<file path="src/rtl/fifo_sync_flow.sv">
// Synchronous FIFO: arbitrary depth, optional fall-through, thresholds, flush.
// Define FIFO_SYNC_FLOW_ERR_EN to add err_clr and sticky overflow/underflow.
module fifo_sync_flow #(
    parameter int DATA_WIDTH   = 32,
    parameter int DEPTH        = 8,
    parameter int FALL_THROUGH = 1,
    parameter int CNT_W        = $clog2(DEPTH + 1)
) (
    input  logic                  clk,
    input  logic                  reset_n,
    input  logic                  flush,
    input  logic                  push,
    input  logic [DATA_WIDTH-1:0] din,
    input  logic                  pop,
    output logic [DATA_WIDTH-1:0] dout,
    output logic                  full,
    output logic                  empty,
    input  logic [CNT_W-1:0]      afull_thr,
    input  logic [CNT_W-1:0]      aempty_thr,
    output logic                  afull,
    output logic                  aempty,
    output logic [CNT_W-1:0]      count
`ifdef FIFO_SYNC_FLOW_ERR_EN
    ,
    input  logic                  err_clr,
    output logic                  overflow,
    output logic                  underflow
`endif
);

    localparam int PTR_W = $clog2(DEPTH);
    localparam logic [PTR_W-1:0] PTR_LAST = PTR_W'(DEPTH - 1);
    localparam logic [CNT_W-1:0] CNT_FULL = CNT_W'(DEPTH);
    localparam bit FT = (FALL_THROUGH != 0);

    logic [DATA_WIDTH-1:0] mem_q [DEPTH];
    logic [PTR_W-1:0]      wr_ptr_q, wr_ptr_d;
    logic [PTR_W-1:0]      rd_ptr_q, rd_ptr_d;
    logic [CNT_W-1:0]      count_q, count_d;

    logic bypass;
    logic push_acc;
    logic pop_acc;
    logic wr_en;
    logic rd_en;

    function automatic logic [PTR_W-1:0] ptr_inc(input logic [PTR_W-1:0] p);
        return (p == PTR_LAST) ? '0 : p + 1'b1;
    endfunction

    assign empty  = (count_q == '0);
    assign full   = (count_q == CNT_FULL);
    assign afull  = (count_q >= afull_thr);
    assign aempty = (count_q <= aempty_thr);
    assign count  = count_q;

    assign bypass   = FT && empty && push;
    assign pop_acc  = pop && (!empty || bypass);
    assign push_acc = push && (!full || pop);

    // A bypassed word goes straight from din to the consumer, never stored.
    assign wr_en = push_acc && !(bypass && pop) && !flush;
    assign rd_en = pop_acc && !(bypass && pop) && !flush;

    assign dout = bypass ? din : mem_q[rd_ptr_q];

    always_comb begin
        wr_ptr_d = wr_ptr_q;
        rd_ptr_d = rd_ptr_q;
        count_d  = count_q;
        if (flush) begin
            wr_ptr_d = '0;
            rd_ptr_d = '0;
            count_d  = '0;
        end else begin
            if (wr_en) wr_ptr_d = ptr_inc(wr_ptr_q);
            if (rd_en) rd_ptr_d = ptr_inc(rd_ptr_q);
            count_d = count_q + CNT_W'(wr_en) - CNT_W'(rd_en);
        end
    end

    always_ff @(posedge clk or negedge reset_n) begin
        if (!reset_n) begin
            wr_ptr_q <= '0;
            rd_ptr_q <= '0;
            count_q  <= '0;
        end else begin
            wr_ptr_q <= wr_ptr_d;
            rd_ptr_q <= rd_ptr_d;
            count_q  <= count_d;
        end
    end

    always_ff @(posedge clk or negedge reset_n) begin
        if (!reset_n) begin
            for (int i = 0; i < DEPTH; i++) mem_q[i] <= '0;
        end else if (wr_en) begin
            mem_q[wr_ptr_q] <= din;
        end
    end

`ifdef FIFO_SYNC_FLOW_ERR_EN
    logic ovf_q;
    logic unf_q;

    always_ff @(posedge clk or negedge reset_n) begin
        if (!reset_n) begin
            ovf_q <= 1'b0;
            unf_q <= 1'b0;
        end else begin
            ovf_q <= (push && !push_acc && !flush) || (ovf_q && !err_clr);
            unf_q <= (pop && !pop_acc && !flush) || (unf_q && !err_clr);
        end
    end

    assign overflow  = ovf_q;
    assign underflow = unf_q;
`endif

endmodule

</file>
<file path="config.mk">
export PLATFORM = sky130hd
export DESIGN_NAME = fifo_sync_flow
export DESIGN_NICKNAME = d
export VERILOG_FILES = /design/src/rtl/fifo_sync_flow.sv
export SDC_FILE = /design/constraint.sdc
export NUM_CORES = 1
export LEC_CHECK = 0
export ABC_CLOCK_PERIOD_IN_PS = 4000
export CAP_MARGIN = 5
export CORE_ASPECT_RATIO = 0.8
export CORE_MARGIN = 2
export CORE_UTILIZATION = 45
export CTS_CLUSTER_DIAMETER = 40
export DETAILED_ROUTE_END_ITERATION = 12
export HOLD_SLACK_MARGIN = 0.1
export PLACE_DENSITY_LB_ADDON = 0.05
export SLEW_MARGIN = 20
export SYNTH_ARGS = -nofsm -noshare
export SYNTH_HDL_FRONTEND = slang
export SYNTH_SLANG_ARGS = --single-unit
</file>
<file path="constraint.sdc">
create_clock -name clk -period 4 [get_ports clk]
set_clock_uncertainty 0.2 [all_clocks]
set_input_delay 1 -clock clk [delete_from_list [all_inputs] [get_ports clk]]
set_output_delay 1 -clock clk [all_outputs]
set_load 0.05 [all_outputs]
</file>
* Word-level counts from Yosys, hierarchy flattened
Index checks and enable logic that the tools add are counted.
** Storage, ports and cells
- Logic and storage cells :: 57
- Input bits :: 45
- Output and inout bits :: 40
- Flip-flop bits (word level) :: 266
** Operators by class
- Bitwise operators :: 2
- Eq/ne operators :: 3
- Reduce and logical (&&, ||, !) cells :: 18
- Multiplexer cells :: 14
- $add $sub $neg :: 4
- $lt $le $gt $ge :: 5
** Operators by type and width (count)
- 256-bit bitwise mux :: 1
- 32-bit 2-to-1 mux :: 4
- 32-bit binary-select mux with 3-bit select :: 1
- 32-bit demux with 3-bit select :: 1
- 3-bit 2-to-1 mux :: 6
- 1-bit logical AND :: 9
- 4-bit >= comparator, second input constant :: 2
- 3-bit inverter with 4-bit output :: 2
- 3-bit by 1-bit adder with 3-bit output, second input constant :: 2
- 3-bit == test, second input constant :: 2
- 4-bit by 1-bit adder with 4-bit output :: 1
- 4-bit == test, second input constant :: 1
- 4-bit >= comparator :: 1
- 4-bit less-or-equal comparator :: 1
- 1-bit logical NOT :: 4
- 4-bit logical NOT :: 1
- 4-bit by 1-bit < comparator with 1-bit output, second input constant :: 1
- 4-bit 2-to-1 mux :: 1
- 2-bit nonzero test :: 2
- 4-bit by 1-bit subtractor with 4-bit output :: 1
- 1-bit logical OR :: 2

* Longest topological paths before layout
Gate-level depths: netlist of run 1.
- Word-level depth :: 9
- Gate-level depth with buffers :: 13
- Gate-level depth less buffers :: 12

* Worst setup path after synthesis of run 1
No wires, ideal clock.
- Path type :: input -> output
- Start :: input aempty_thr[1]
- End :: output aempty
- Buffers on the path :: 0
- Data required time :: 2800 ps
- Cell stages on the path :: 6
- Slack :: -28 ps
- Arrival :: 2828 ps
- Cell sequence :: inv_1 ha_1 nor2b_1 o21a_1 o21a_1 o21ai_0
** On the way
- Longest elaborated chain between the ends :: 1
** Ends and longest elaborated chain
- start, declared :: RTL line 19 : input logic [CNT_W-1:0] aempty_thr,
- 4-bit less-or-equal comparator :: RTL line 54 : assign aempty = (count_q <= aempty_thr);
- end, declared :: RTL line 21 : output logic aempty,
Every way passes these cells.

* Final worst setup path of run 1
- Start :: register rd_ptr_q[2]
- End :: output dout[25]
** On the way
- Longest elaborated chain between the ends :: 5
** Ends and longest elaborated chain
- start, declared :: RTL line 38 : logic [PTR_W-1:0] rd_ptr_q, rd_ptr_d;
- start signal, assigned :: RTL line 89 : rd_ptr_q <= rd_ptr_d;
- 3-bit inverter with 4-bit output (not written as such) :: RTL line 65 : assign dout = bypass ? din : mem_q[rd_ptr_q];
- 32-bit binary-select mux with 3-bit select :: RTL line 65
- 32-bit 2-to-1 mux (not written as such) (2 in a row) :: RTL line 65
- 32-bit 2-to-1 mux :: RTL line 65
- end, declared :: RTL line 15 : output logic [DATA_WIDTH-1:0] dout,
Every way passes these cells. The select of a mux whose other input is x is not followed.

==> results of run 1 <==
[logic make-up (layout without fill, tap and decap cells)]
kind of cell / count (synthesis) / count (layout) / share of synthesized area (%)
flip-flops: 266 / 266 / 52.0
AO/OA/AOI/OAI: 111 / 111 / 6.15
adder cells (fa/ha/maj): 19 / 19 / 1.91
AND/OR/NAND/NOR: 70 / 70 / 2.62
XOR/XNOR: 2 / 2 / 0.137
multiplexers: 387 / 387 / 34.2
buffers and inverters: 76 / 197 / 2.98
other: 0 / 1 / 0
[final cells by class]
cell class              instances  area, um^2
fillers                      2350       12400
flip-flops and latches        266        6660
multi-input cells             589        5790
repair buffers                118        1580
clock buffers                  49        1040
well taps                     370         463
clock inverters                18         159
inverters                      12        45.0
diodes                          1        2.50
[worst register-to-register path: stages (launching register included)]
cell and delay (ps):
dfrtp_1 410, inv_1 100, ha_1 240, mux2i_1 230
o31a_2 290, nand2b_1 90, ha_1 270, inv_1 40
ha_1 200, fa_1 410, xnor2_1 150, nor2_1 50
[cell usage in the layout, fill, tap and decap left out, drive strengths merged, types with 2 or more instances in the layout]
cell type	n
o221ai	24
clkdlybuf4s50	49
clkinvlp	4
a21oi	5
or3	2
nand4b	4
nand4	3
dfrtp	266
o21a	2
ha	18
inv	19
o21ai	33
a221o	8
nor2	8
and2	2
clkinv	6
clkbuf	49
nor2b	5
a21o	4
o22ai	8
mux2	320
nand2b	3
nand2	39
mux2i	67
a22oi	24
buf	69
xnor2	2
[per-stage QoR]
step,std cells,power [W]
2_1_floorplan,931,0.00690
3_3_place_gp,1355,0.00908
3_5_place_dp,1355,0.00913
4_1_cts,1422,0.0123
5_1_grt,1422,0.0129
6_report,1423,0.0122
[routing by layer]
layer,GRT usage (%),share of wire [%]
met3,3.09,3.0
met5,0,0
met2,31.5,45
met4,4.69,1.7
met1,30.7,50
[flip-flops by register name, summed over array words and instances, names as in the netlist]
signal and flops:
wr_ptr_q 3, mem_q 256, count 4, rd_ptr_q 3
[worst paths after layout]
path                       slack [ps]   startpoint         end
max                               200  rd_ptr_q[2]    dout[25]
min                               280      reset_n  mem_q[177]
max reg2reg                      1210     count[2]    count[2]
min reg2reg                       300    mem_q[43]   mem_q[43]
max in group asynchronous        2430      reset_n  mem_q[239]
min in group clk                  300    mem_q[43]   mem_q[43]
[report_power, final]
| group | total, W | switching, W | internal (W) |
|---|---|---|---|
| combinational | 0.00535 | 0.00272 | 0.00263 |
| sequential | 0.00369 | 0.000371 | 0.00332 |
| clock | 0.00316 | 0.00124 | 0.00192 |
| total | 0.0122 | 0.00434 | 0.00787 |
==> results.txt, run 1 <==
Hold Fails Final Rpt = 0
Final worst path period share = 95.0%
Max Fclk = 263 MHz
Critical-path cell list = nand2_1 > buf_4 > o22ai_1 > a221o_1 > o21ai_0 > buf_12
Total CTS buffers = 37
Largest net degree at the start of global routing = 96
Setup bufs post-CTS = 0
EDFF count, synth = 0
Unrepaired setup endpoints after global routing = no
DR iter-0 viols = 324
Post-route ant nets = 0
Least-Margin Pin Slew = 792 ps
Row Count = 55
First-pass GRT wire length = 47500 um
Initial Utilization = 45.5%
Synth Cell Area = 12800 um^2
Die span in x = 193 um
Hold WS = 285 ps
Critical Path Stages = 6
H-tree levels = 2
Hold Buf Count CTS = 0
I/O Buffers = 84
Status = completed
Total of warnings raised by yosys = 0
Initial antenna violation count = 1
NumNets Final = 1088
Wire per inst = 20.2 um
Synth top area cells = dfrtp_1 52%, mux2_2 25%, mux2i_1 5.2%, mux2_4 3.5%, ha_1 1.8%
Most common cell in the netlist = mux2_2
RePlAce Congestion = 0.714
Leakage = 7.56 nW
Max clock buf depth = 3
Root Driver = clkbuf_16
Endpoint class of the critical path = primary output
Tmin final = 3800 ps
Worst slew margin = 47.2%
Synth top area share = 52.0%
TritonCTS clock tree = done
Routed via count divided by cell count = 5.46
Core Region = 28100 um^2
Via Count = 7763
Setup TNS Final = 0 ps
Reported max-cap violation count = 0
DP Worst Slack = 182 ps
Clock sink count = 266
Syn_area_per_cell = 13.8 um^2
Synth cell types = 36
DRC viols = 0
Pwr/cell area = 775 nW/um^2
Global route overflow = 0
Clock Latency Late Sink = 500 ps
Post-layout instance area = 15700 um^2
Setup ws final = 202 ps
Dpl hpwl = 17000 um
CTS resizes = 0
Area grow syn2layout = 22.9%
Crit-path max FO = 26
CP required = 2800 ps
CP arrival = 2600 ps
Worst R2R Path Depth = 11
Yosys top cell by area = dfrtp_1
Final setup violation count = 0
Worst Path Buf+Inv = 2
Sequential-to-total area share from yosys stat = 52.0%
Worst-path clk slew = 50 ps
Total wire length = 28800 um
GRT Total Usage = 20.5%
Worst path top cell family by delay = compound AO/OA/AOI/OAI gates
Die area = 29800 um^2
Synthesis-stage register bit count = 266
Final core occ = 55.9%
Hold Crit Class = in -> async
Critical path launch point type = flop
Drt pass-1 iters = 6
Share of cells above drive strength 1 = 43.8%
Top-Level Pins = 85
Post-Syn Instances = 931
Vias in the first global route = 8324
Commonest register cell after synthesis = dfrtp_1
Dpl cell area = 14500 um^2
Async SR Flop Fraction = 100%
Worst path max stage delay = 490 ps
Peak VDD IR = 0.000623 V
Net Count, Synth = 995
Final Max Slew Viols = 0
Die H = 155 um
CP Class = reg -> out
CP max stage cell = dfrtp_1
Commonest cells post-synth = 290 x mux2_2, 266 x dfrtp_1, 67 x mux2i_1
Note: power is estimated with default switching activity, not from simulation.
==> inputs of run 2 (changes only) <==
Settings changed: ABC_CLOCK_PERIOD_IN_PS 4000 to 3500.
Clock period 4 ns to 3.5 ns, I/O delays scaled along.
==> run 2 against run 1 <==
  * Register-to-register slack got worse by 450 ps
  * Largest power group unchanged
  * Largest cell class unchanged
  * Combinational power rose by 21%
  * Setup slack got worse by 150 ps
  * Die area did not move
  * Non-clock buffer count rose by 28
  * Critical path depth rose by 1
  * Highest routed layer unchanged
  * Routed wire length rose by 5.1%
  * Worst hold slack got worse by 180 ps
  * Clock-buffer cell count fell by 1
  * Global-route usage rose by 0.71 points
  * Clock power rose by 20%
==> results.txt, run 2 (synthesized netlist as in run 1, its figures left out) <==
Area grow syn2layout = 26.9%
Largest register FFs = 256
Total wire length = 30300 um
Hold Crit Class = in -> async
Core Region = 28100 um^2
Root Driver = clkbuf_16
Worst-path clk slew = 50 ps
Register Area = 6660 um^2
Hold Fails Final Rpt = 0
CP arrival = 2370 ps
Hold Buf Count CTS = 0
Top Layer Used = met4
Leakage = 7.83 nW
M1 WL = 15300 um
Endpoint class of the critical path = primary output
Placed cell count = 1372
DRC viols = 0
CP required = 2420 ps
Max clock buf depth = 3
Die area = 29800 um^2
Pwr/cell area = 888 nW/um^2
Routed via count divided by cell count = 5.46
Critical path launch point type = input pin
WL met3 = 1020 um
Multi-input gate area = 5880 um^2
Worst slew margin = 61.3%
Wire per inst = 20.9 um
Fillers = 2311
Clock Latency Late Sink = 520 ps
Worst Path Buf+Inv = 2
Worst R2R Setup Slack = 760 ps
Max Fclk = 290 MHz
Final worst path period share = 98.5%
RePlAce Congestion = 0.740
Hold WS = 105 ps
Top-Level Pins = 85
CP Class = in -> out
Share of cells above drive strength 1 = 47.1%
Biggest register = mem_q
GRT Total Usage = 21.2%
Die span in x = 193 um
NumNets Final = 1119
Total CTS buffers = 38
Final setup violation count = 0
Vias in the first global route = 8314
Post-route ant nets = 0
Worst R2R Path Depth = 11
Global route overflow = 0
Met2 WL post-DR = 13500 um
Status = completed
Dpl hpwl = 17200 um
Initial Utilization = 45.5%
DR iter-0 viols = 342
TritonCTS clock tree = done
Crit-path max FO = 1
Least-Margin Pin Slew = 579 ps
Largest net degree at the start of global routing = 69
Worst reg2reg startpoint = count[2]
Final Max Slew Viols = 0
CP max stage cell = clkdlybuf4s50_1
Critical-path cell list = clkdlybuf4s50_1 > ha_1 > nand2b_1 > a21o_1 > a21o_1 > a21o_1 > buf_4
First-pass GRT wire length = 48600 um
Most frequent cells in the layout = 290 x mux2_2, 263 x dfrtp_1, 67 x mux2i_1
Peak VDD IR = 0.000719 V
Via Count = 7924
Worst path top cell family by delay = buffers and inverters
Initial antenna violation count = 0
Row Count = 55
Reported max-cap violation count = 0
Die H = 155 um
Drt pass-1 iters = 4
Commonest non-fill, non-tap cell in the layout = mux2_2
I/O Buffers = 84
Tmin final = 3450 ps
Most frequent CP cell = a21o_1
Worst path max stage delay = 400 ps
H-tree levels = 2
Clock sink count = 266
Reg-to-Reg End = count[2]
Post-route insts no fill = 1451
Tot Pwr = 0.0144 W
Diodes inserted = 0
==> run 2: changes by cell type in the layout (fill, tap and decap cells not counted), moves of 2 or more <==
cell	delta
dfrtp_2	+2
buf_4	+15
clkbuf_1	-3
clkbuf_16	+2
o21ai_0	-29
dfrtp_1	-2
clkinv_2	-2
o21ai_2	+12
buf_12	+10
o21ai_1	+17
==> run 2: worst reg2reg max path: stages (launching register included) <==
cell	delay (ps)
dfrtp_1	430
inv_1	110
ha_1	240
mux2i_1	240
o31a_2	200
nand2b_1	70
ha_1	280
inv_1	40
ha_1	200
fa_1	410
xnor2_1	150
nor2_1	60
==> run 2: area by class of cell <==
| type | count | share of cell area, % |
|---|---|---|
| Tap cell | 370 | 2.85 |
| Timing Repair Buffer | 146 | 11.9 |
| Sequential cell | 266 | 41.0 |
| Clock inverter | 18 | 1.15 |
| Inverter | 12 | 0.277 |
| Clock buffer | 48 | 6.64 |
| Multi-Input combinational cell | 591 | 36.2 |
==> run 2: how the worst max path moves through the flow <==
stage                        startpoint        to  slack [ps]  depth (start not counted)
after CTS                   rd_ptr_q[0]   dout[6]          -1                          6
after global placement             push  dout[19]        -120                          5
after floorplan                count[2]  dout[23]        -230                          6
after detailed placement  aempty_thr[1]    aempty         -90                          8
after global routing        rd_ptr_q[0]   dout[2]          -4                          7
final                      afull_thr[0]     afull          50                          7
==> run 2: per-layer routing <==
metal | vias up | GRT usage (%)
met1 | 4080 | 31.8
met2 | 101 | 32.2
met4 | 0 | 5.09
met3 | 41 | 3.50
li1 | 3702 | -
met5 | - | 0
==> run 2: through the flow <==
stage	setup TNS (ps)	worst slack, ps	area (um^2)	util (%)
final	0	52.8	16300	57.7
after global routing	-4.09	-4.09	16300	57.7
after CTS	-0.989	-0.989	16200	57.4
after detailed placement	-173	-87.7	14800	52.6
after global placement	-193	-115	14800	52.6
after floorplan	-5980	-225	12800	-
==> run 2: timing repair <==
action,CTS,global route
gates resized for setup,18,30
gates cloned,2,0
setup endpoints to repair,33,25
pin swaps,3,1
buffers inserted,7,4
==> run 2: power by group <==
group	switching, W	internal, W
Combinational	0.00327	0.00318
Clock	0.00143	0.00235
Sequential	0.000403	0.00380
==> inputs of run 3 (changes only) <==
Settings changed: CORE_UTILIZATION 45 to 59, RECOVER_POWER set to 100, REMOVE_ABC_BUFFERS set to 1.
==> run 3 against run 2 <==
  * The run now ends with capacitance limit, slew limit left
  * Via count grew 2.0%
  * Largest cell class unchanged
  * Highest routed layer unchanged
  * Fmax is essentially flat
  * Non-clock buffer count shrank 14
  * Critical path depth shrank 1
  * Routed wire length shrank 2.5%
  * Critical endpoint is now dout[14]
  * Combinational power shrank 4.2%
==> results.txt, run 3 (synthesized netlist as in run 1, its figures left out) <==
Status = finished, violations left
Failing checks = capacitance limit, slew limit
Global route overflow = 0
Final setup violation count = 0
CP max stage cell = clkdlybuf4s50_1
Most frequent cells in the layout = 290 x mux2_2, 264 x dfrtp_1, 67 x mux2i_1
Dpl hpwl = 18200 um
RePlAce Congestion = 0.754
Die H = 136 um
Critical-path cell list = clkdlybuf4s50_1 > and3_2 > buf_12 > nand2_1 > o21ai_0 > dlymetal6s2s_1
Max Fclk = 290 MHz
Final worst path period share = 98.6%
First-pass GRT wire length = 48000 um
Worst R2R Path Depth = 8
Fillers = 1410
Sw Share = 36.0%
Hold Fails Final Rpt = 0
Least-Margin Pin Slew = 2330 ps
Psw = 0.00499 W
Largest register FFs = 256
Top-Level Pins = 85
Clock sink count = 266
Setup TNS Final = 0 ps
Reg-to-Reg End = mem_q[71]
TritonCTS clock tree = done
Worst-path clk slew = 50 ps
Worst path max stage delay = 460 ps
Reported max-cap violation count = 1
Total wire length = 29500 um
Drt pass-1 iters = 4
Multi-input gate area = 5700 um^2
Worst R2R Setup Slack = 380 ps
Met2 WL post-DR = 15200 um
Final Max Slew Viols = 88
P_int = 0.00887 W
Biggest register = mem_q
Die area = 22900 um^2
Row Count = 48
Pwr/cell area = 894 nW/um^2
Total CTS buffers = 36
DRC viols = 0
DR iter-0 viols = 429
Unrepaired setup endpoints after global routing = yes
Root Driver = clkbuf_16
Tmin final = 3450 ps
Tot Pwr = 0.0139 W
Combinational share of power = 44.6%
Crit-path max FO = 30
Flop pwr share = 30.4%
Hold Path Cell Cnt = 1
CP Class = in -> out
Post-route ant nets = 0
Commonest non-fill, non-tap cell in the layout = mux2_2
WL met3 = 1340 um
I/O Buffers = 84
Dpl cell area = 14600 um^2
Max clock buf depth = 3
CP arrival = 2370 ps
Die span in x = 169 um
Largest net degree at the start of global routing = 91
Diodes inserted = 0
H-tree levels = 2
Post-layout instance area = 15500 um^2
Wire per inst = 22.1 um
Peak VDD IR = 0.000791 V
Final core occ = 72.4%
Clock network fraction of total power = 25.0%
Vias in the first global route = 8907
Core Region = 21400 um^2
Initial antenna violation count = 0
Worst reg2reg startpoint = count[2]
Leakage = 7.48 nW
Hold Crit Class = reg -> reg
Endpoint class of the critical path = primary output
M1 WL = 12400 um
CP required = 2420 ps
Clock Latency Late Sink = 480 ps
End of the worst hold path = mem_q[173]
Worst slew margin = -55.2%
GRT Total Usage = 26.8%
NumNets Final = 1101
Area grow syn2layout = 21.1%
Register Area = 6660 um^2
Worst min-delay path startpoint = mem_q[173]
Initial Utilization = 59.8%
Share of cells above drive strength 1 = 41.2%
Critical path launch point type = input pin
Routed via count divided by cell count = 6.05
Top Layer Used = met4
Via Count = 8081
==> run 3: per-stage QoR <==
step | hold slack (ps) | setup slack [ps] | instances
3_5_place_dp | 288 | -136 | 1272
6_report | 292 | 50.2 | 1336
3_3_place_gp | 281 | -87.0 | 1272
4_1_cts | 229 | 15.0 | 1336
5_1_grt | 306 | -50.8 | 1336
2_1_floorplan | 274 | -3080 | 867
==> run 3: layer usage <==
metal  GRT usage (%)  vias to the layer above
li1                -                     3661
met1            34.4                     4183
met2            46.9                      177
met3            4.35                       60
met4            8.24                        0
met5               0                        -
==> run 3: power groups by stage <==
| stage | sequential, W | clock (W) | combinational, W |
|---|---|---|---|
| 2_1_floorplan | 0.00434 | 0 | 0.00357 |
| 3_3_place_gp | 0.00420 | 0 | 0.00610 |
| 3_5_place_dp | 0.00428 | 0 | 0.00627 |
| 4_1_cts | 0.00422 | 0.00352 | 0.00639 |
| 5_1_grt | 0.00430 | 0.00368 | 0.00652 |
| 6_report | 0.00422 | 0.00347 | 0.00618 |
==> run 3: worst max path at each step <==
stage,to,start,slack [ps],cells after the start
floorplan,dout[15],rd_ptr_q[0],-3080,4
global placement,aempty,aempty_thr[1],-90,9
detailed placement,aempty,aempty_thr[1],-140,9
CTS,afull,afull_thr[0],20,7
global route,dout[31],rd_ptr_q[0],-50,7
finish,dout[14],push,50,6
==> run 3: cell type report <==
cell class / count / share of cell area, %
Inverter: 12 / 0.290
Clock buffer: 47 / 6.53
Clock inverter: 15 / 0.919
Multi-Input combinational cell: 589 / 36.7
Tap cell: 275 / 2.22
Timing Repair Buffer: 132 / 10.4
Sequential cell: 266 / 42.9
==> run 3: timing repair <==
action                                  in CTS  in global routing
gates resized for setup                     14                 14
hold buffers                                 0                  0
setup buffers                                2                  0
endpoints found under the setup margin      21                 17
pin swaps                                    1                  2
==> run 3: critical path: cells and delay by family <==
kind	cells	cell delay, ps
AOI/OAI and AO/OA	1	70
and+or+nand+nor	2	310
buffers and inverters	3	1080
